## config.mk

```make
export PLATFORM = sky130hd
export DESIGN_NAME = camera_sequencer
export DESIGN_NICKNAME = d
export VERILOG_FILES = /design/src/rtl/camera_sequencer_pkg.sv /design/src/rtl/camera_sequencer_timer.sv /design/src/rtl/camera_sequencer.sv
export SDC_FILE = /design/constraint.sdc
export NUM_CORES = 1
export LEC_CHECK = 0
export BUFFER_PORTS_ARGS = -buffer_cell sky130_fd_sc_hd__buf_2
export CORE_MARGIN = 1.5
export CORE_UTILIZATION = 50
export DETAILED_ROUTE_END_ITERATION = 16
export PLACE_DENSITY = 0.79
export RECOVER_POWER = 100
export SYNTH_ARGS = -nofsm -noshare
export SYNTH_HDL_FRONTEND = slang
export SYNTH_SLANG_ARGS = --single-unit
```

## constraint.sdc

```tcl
create_clock -name i_clk -period 2.16 [get_ports i_clk]
set_input_delay 0 -clock i_clk [delete_from_list [all_inputs] [get_ports i_clk]]
set_output_delay 0 -clock i_clk [all_outputs]
set_load 0.02 [all_outputs]
```

## src/rtl/camera_sequencer_pkg.sv

```systemverilog
// camera_seq_pkg: shared state encoding, output bundle and helpers
// for the OV7670 bring-up sequencer.
package camera_seq_pkg;

  localparam logic [2:0] STATE_IDLE   = 3'd0;
  localparam logic [2:0] STATE_PWDN   = 3'd1;
  localparam logic [2:0] STATE_RESET  = 3'd2;
  localparam logic [2:0] STATE_SETTLE = 3'd3;
  localparam logic [2:0] STATE_INIT   = 3'd4;
  localparam logic [2:0] STATE_RUN    = 3'd5;
  localparam logic [2:0] STATE_FAULT  = 3'd6;

  typedef enum logic [2:0] {
    ST_IDLE   = STATE_IDLE,
    ST_PWDN   = STATE_PWDN,
    ST_RESET  = STATE_RESET,
    ST_SETTLE = STATE_SETTLE,
    ST_INIT   = STATE_INIT,
    ST_RUN    = STATE_RUN,
    ST_FAULT  = STATE_FAULT
  } seq_state_t;

  typedef struct packed {
    logic pwdn;
    logic cam_rst_n;
    logic cfg_rst;
    logic start;
    logic cap_en;
    logic ready;
    logic fault;
  } seq_out_t;

  function automatic int unsigned max2(
    input int unsigned a,
    input int unsigned b
  );
    return (a > b) ? a : b;
  endfunction

  function automatic seq_out_t state_outputs(
    input seq_state_t s
  );
    seq_out_t o;
    o = '0;
    case (s)
      ST_PWDN: begin
        o.pwdn    = 1'b1;
        o.cfg_rst = 1'b1;
      end
      ST_RESET: o.cfg_rst = 1'b1;
      ST_SETTLE: begin
        o.cam_rst_n = 1'b1;
        o.cfg_rst   = 1'b1;
      end
      ST_INIT: begin
        o.cam_rst_n = 1'b1;
        o.start     = 1'b1;
      end
      ST_RUN: begin
        o.cam_rst_n = 1'b1;
        o.cap_en    = 1'b1;
        o.ready     = 1'b1;
      end
      ST_FAULT: begin
        o.pwdn    = 1'b1;
        o.cfg_rst = 1'b1;
        o.fault   = 1'b1;
      end
      default: begin
        o.pwdn    = 1'b1;
        o.cfg_rst = 1'b1;
      end
    endcase
    return o;
  endfunction

endpackage

```

## src/rtl/camera_sequencer_timer.sv

```systemverilog
// seq_timer: loadable down-counter that parks at zero;
// expired is high whenever the count is zero.
module seq_timer #(
  parameter int unsigned W = 8
) (
  input  logic         i_clk,
  input  logic         i_rst,
  input  logic         i_load,
  input  logic [W-1:0] i_value,
  output logic         o_expired
);

  logic [W-1:0] cnt_q;
  logic [W-1:0] cnt_d;

  always_comb begin
    cnt_d = cnt_q;
    if (i_load) begin
      cnt_d = i_value;
    end else if (cnt_q != '0) begin
      cnt_d = cnt_q - 1'b1;
    end
  end

  always_ff @(posedge i_clk) begin
    if (i_rst) begin
      cnt_q <= '0;
    end else begin
      cnt_q <= cnt_d;
    end
  end

  assign o_expired = (cnt_q == '0);

endmodule

```

## src/rtl/camera_sequencer.sv

```systemverilog
// camera_sequencer: OV7670 power-up / SCCB init / run supervisor.
// Define CAMERA_SEQ_STATS_EN to add frame and retry counters.
module camera_sequencer
  import camera_seq_pkg::*;
#(
  parameter int unsigned PWDN_CYCLES   = 1_000,
  parameter int unsigned RST_CYCLES    = 100_000,
  parameter int unsigned SETTLE_CYCLES = 300_000,
  parameter int unsigned INIT_TIMEOUT  = 10_000_000,
  parameter int unsigned FRAME_TIMEOUT = 10_000_000,
  parameter int unsigned MAX_RETRY     = 3
) (
  input  logic        i_clk,
  input  logic        i_rst,
  input  logic        i_enable,
  input  logic        i_cam_done,
  input  logic        i_vsync_sync,
  output logic        o_cam_reset,
  output logic        o_cam_pwdn,
  output logic        o_cfg_rst,
  output logic        o_cam_start,
  output logic        o_capture_en,
  output logic        o_ready,
  output logic        o_fault,
`ifdef CAMERA_SEQ_STATS_EN
  output logic [15:0] o_frame_cnt,
  output logic [3:0]  o_retry_cnt,
`endif
  output logic [2:0]  o_state
);

  localparam int unsigned CYC_MAX = max2(
    max2(max2(PWDN_CYCLES, RST_CYCLES),
         max2(SETTLE_CYCLES, INIT_TIMEOUT)),
    FRAME_TIMEOUT);
  localparam int unsigned TW = $clog2(CYC_MAX + 1);
  localparam int unsigned RW =
    (MAX_RETRY > 0) ? $clog2(MAX_RETRY + 1) : 1;

  // Loads are N-1 so each timed state lasts exactly N cycles.
  localparam logic [TW-1:0] LD_PWDN  = TW'(PWDN_CYCLES - 1);
  localparam logic [TW-1:0] LD_RST   = TW'(RST_CYCLES - 1);
  localparam logic [TW-1:0] LD_SETL  = TW'(SETTLE_CYCLES - 1);
  localparam logic [TW-1:0] LD_INIT  = TW'(INIT_TIMEOUT - 1);
  localparam logic [TW-1:0] LD_FRAME = TW'(FRAME_TIMEOUT - 1);
  localparam logic [RW-1:0] RETRY_LIM = RW'(MAX_RETRY);

  seq_state_t    state_q;
  seq_state_t    state_d;
  logic [RW-1:0] retry_q;
  logic [RW-1:0] retry_d;
  logic          init_first_q;
  logic          vsync_q;
  logic          vs_rise;
  logic          retry_fail;
  logic          tmr_load;
  logic          tmr_exp;
  logic [TW-1:0] tmr_val;
  seq_out_t      out_q;

  assign vs_rise = i_vsync_sync & ~vsync_q;

  always_comb begin
    state_d    = state_q;
    retry_d    = (state_q == ST_IDLE) ? '0 : retry_q;
    retry_fail = 1'b0;
    if (!i_enable) begin
      state_d = ST_IDLE;
    end else begin
      unique case (state_q)
        ST_IDLE:   state_d = ST_PWDN;
        ST_PWDN:   if (tmr_exp) state_d = ST_RESET;
        ST_RESET:  if (tmr_exp) state_d = ST_SETTLE;
        ST_SETTLE: if (tmr_exp) state_d = ST_INIT;
        ST_INIT: begin
          // done may be stale from before cfg_rst released
          if (i_cam_done && !init_first_q) begin
            state_d = ST_RUN;
          end else if (tmr_exp) begin
            retry_fail = 1'b1;
          end
        end
        ST_RUN:    if (!vs_rise && tmr_exp) retry_fail = 1'b1;
        ST_FAULT:  state_d = ST_FAULT;
        default:   state_d = ST_IDLE;
      endcase
      if (retry_fail) begin
        if (retry_q < RETRY_LIM) begin
          retry_d = retry_q + 1'b1;
          state_d = ST_PWDN;
        end else begin
          state_d = ST_FAULT;
        end
      end
    end
  end

  always_comb begin
    tmr_load = (state_d != state_q) ||
               (state_q == ST_RUN && vs_rise);
    unique case (state_d)
      ST_PWDN:   tmr_val = LD_PWDN;
      ST_RESET:  tmr_val = LD_RST;
      ST_SETTLE: tmr_val = LD_SETL;
      ST_INIT:   tmr_val = LD_INIT;
      ST_RUN:    tmr_val = LD_FRAME;
      default:   tmr_val = '0;
    endcase
  end

  seq_timer #(
    .W (TW)
  ) u_timer (
    .i_clk     (i_clk),
    .i_rst     (i_rst),
    .i_load    (tmr_load),
    .i_value   (tmr_val),
    .o_expired (tmr_exp)
  );

  always_ff @(posedge i_clk) begin
    if (i_rst) begin
      state_q      <= ST_IDLE;
      retry_q      <= '0;
      init_first_q <= 1'b0;
      vsync_q      <= 1'b0;
      out_q        <= state_outputs(ST_IDLE);
    end else begin
      state_q      <= state_d;
      retry_q      <= retry_d;
      init_first_q <= (state_d == ST_INIT) &&
                      (state_q != ST_INIT);
      vsync_q      <= i_vsync_sync;
      out_q        <= state_outputs(state_d);
    end
  end

  assign o_cam_pwdn   = out_q.pwdn;
  assign o_cam_reset  = out_q.cam_rst_n;
  assign o_cfg_rst    = out_q.cfg_rst;
  assign o_cam_start  = out_q.start;
  assign o_capture_en = out_q.cap_en;
  assign o_ready      = out_q.ready;
  assign o_fault      = out_q.fault;
  assign o_state      = state_q;

`ifdef CAMERA_SEQ_STATS_EN
  logic [15:0] frame_q;
  logic [3:0]  rcnt_q;
  logic        retry_take;

  // INIT/RUN only reach PWDN through a granted retry
  assign retry_take = (state_q == ST_INIT || state_q == ST_RUN) &&
                      (state_d == ST_PWDN);

  always_ff @(posedge i_clk) begin
    if (i_rst || state_q == ST_IDLE) begin
      frame_q <= '0;
      rcnt_q  <= '0;
    end else begin
      if (state_q == ST_RUN && vs_rise) begin
        frame_q <= frame_q + 16'd1;
      end
      if (retry_take && rcnt_q != 4'hF) begin
        rcnt_q <= rcnt_q + 4'd1;
      end
    end
  end

  assign o_frame_cnt = frame_q;
  assign o_retry_cnt = rcnt_q;
`endif

endmodule
```

==> results_dict.tcl <==
set metrics [dict create \
    status "finished with violations" \
    failed_checks "negative setup slack" \
    drive_gt1_share_pct 42.9 \
    vias 2395 \
    ys_warn_count 0 \
    grt_pass1_wl_um 10800 \
    area_growth_pct 44.7 \
    crit_path_end_kind "register" \
    p_per_area_nw_per_um2 1490 \
    cts_max_path_buffers 2 \
    viasPerCell 6.20 \
    worst_slew_pin_slew_ps 559 \
    numCtsBuffers 5 \
    critPathKind "reg -> reg" \
    clkTransAtPathRegs_ps 70 \
    hold_violations 0 \
    layout_common_cells "buf_4 (61), dfxtp_1 (32), nor2_1 (23), nand2_1 (16), nor3_1 (14)" \
    min_period_ps 2280 \
    gp_congestion 0.963 \
    wl_um 6950 \
    numPortBuffers 14 \
    reg2reg_slack_ps -120 \
    ys_seq_elements 37 \
    dp_hpwl_um 4380 \
    syn_nets 266 \
    hold_path.class "in -> reg" \
    ioPinCount 15 \
    cp-start-kind "register" \
    drtIter0Drc 295 \
    synthesis.area_um2 2190 \
    synth_edf_count 0 \
    wl_met3_um 466 \
    cts_tree "built" \
    start_util_pct 53.3 \
    antenna_cells 0 \
    worstPathRequired_ps 2380 \
    largest_reg_flops 24 \
    yosysSeqAreaShare_pct 33.8 \
    top_layer "met4" \
    clk_latency_ps 300 \
    ant_nets 0 \
    finClkSkew_ps 9.03 \
    max_freq_ghz 0.439 \
    fin_nets 342 \
    finalMaxSlewViolations 0 \
    die_w_um 69.2 \
    synthFlopType "dfxtp_1" \
    die_area_um2 4790 \
    clockRootBuffer "clkbuf_8" \
    grt_pass1_vias 2237 \
    vdd_drop_max_mv 1.08 \
    htree_levels 2 \
    holdWs_ps 93.0 \
    cp.arrival_ps 2490 \
    p_leak_uw 0.00124 \
    rsz0062_at_grt "yes" \
    grt_max_degree 27 \
    setup_viol 25 \
    mostFrequentLayoutCell "buf_4" \
    fp.dieH_um 69.2 \
    cts.sinks 37 \
    antenna_found_initial 0 \
    power_uw 4720 \
    wl_per_cell_um 18.0 \
    maxSlewHeadroom_pct 62.7 \
    fillers 275 \
    finish.utilization_pct 77.1 \
    finalWorstSetupSlack_ps -116 \
    maxCapViolations 0 \
    post-route-period-util_pct 105 \
    synth_cells 259 \
    avgSynthCellArea_um2 8.46 \
    cp_max_fo 6 \
    wl_met1_um 2920 \
    fp.coreArea_um2 4120 \
    synthArstFlopShare_pct 0 \
    synth.distinct_cells 65 \
    grt_usage_pct 28.0 \
    overflow 0 \
    wl_met2_um 3250 \
    drtPass1Iterations 4 \
    regMostFlops "u_timer.cnt_q" \
    rows 23 \
    drc 0 \
]
final timing paths:
kind	from	end	cells past startpoint
max	u_timer.cnt_q[5]	u_timer.cnt_q[7]	10
min	i_enable	retry_q[1]	3
max reg2reg	u_timer.cnt_q[5]	u_timer.cnt_q[7]	10
min reg2reg	retry_q[1]	retry_q[1]	2
synth_stat cells (4+ instances only):
master | n | area, um2
o21ai_0 | 6 | 30.0
nor3_1 | 16 | 80.1
o22ai_1 | 5 | 31.3
a21oi_1 | 13 | 65.1
o21ai_1 | 5 | 25.0
clkbuf_1 | 11 | 41.3
nor2b_1 | 4 | 25.0
nor3b_1 | 4 | 30.0
xor2_1 | 12 | 105
nand3_1 | 11 | 55.1
nand2_1 | 16 | 60.1
nand2b_1 | 7 | 43.8
xnor2_1 | 8 | 70.1
dfxtp_1 | 37 | 741
inv_1 | 6 | 22.5
nor2_1 | 28 | 105
cells by family (layout without fill, tap and decap cells):
logic type | after synthesis | after routing | share of synthesized area, %
buffers and inverters | 21 | 98 | 4.34
flip-flops | 37 | 37 | 33.8
XOR/XNOR | 20 | 20 | 7.99
AND/OR/NAND/NOR | 114 | 114 | 29.9
multiplexers | 3 | 3 | 1.43
AO/OA/AOI/OAI | 62 | 62 | 21.5
adder cells (fa/ha/maj) | 2 | 2 | 1.14
power by group:
part | leakage [uW] | total, uW | switching (uW) | internal [uW]
Combinational | 0.000883 | 3080 | 1570 | 1510
Sequential | 0.000304 | 1010 | 158 | 848
Clock | 0.0000585 | 633 | 256 | 377
Total | 0.00124 | 4720 | 1980 | 2740
area by class of cell:
cell class | count | area [um2] | area share, %
Clock buffer | 7 | 86.3 | 2.72
Clock inverter | 1 | 30.0 | 0.946
Inverter | 6 | 22.5 | 0.710
Multi-Input combinational cell | 201 | 1600 | 50.6
Sequential cell | 37 | 749 | 23.6
Tap cell | 50 | 62.6 | 1.97
Timing Repair Buffer | 84 | 618 | 19.5
routing by layer:
layer	global-route usage, %	vias to the layer above
li1	-	1098
met1	36.2	1141
met2	44.8	120
met3	7.12	36
met4	10.7	0
met5	0	-
per-stage QoR:
stage               instances  TNS [ps]  cell area (um2)  setup slack, ps
floorplan                 259         0             2210             1.43
global placement          366     -1770             2710             -159
detailed placement        366     -2260             2710             -194
CTS                       377      -224             2970            -34.2
global route              386     -5390             3170             -260
finish                    386     -1730             3170             -116
worst max-delay path, stage by stage (launching register included):
cell,delay [ps]
dfxtp_4,360
nor4_4,380
buf_4,180
buf_4,130
and4_1,240
a31oi_1,110
o21ai_2,220
buf_4,170
and2_1,170
nor3_1,60
nor3_1,170
timing repair:
action | 4_1_cts | 5_1_grt
hold endpoints to repair | 1 | 0
setup buffers | 2 | 9
endpoints found under the setup margin | 29 | 34
hold buffers | 1 | 0
pin swaps | 13 | 24
resized for setup | 24 | 35
Note: power is estimated with default switching activity, not from simulation.
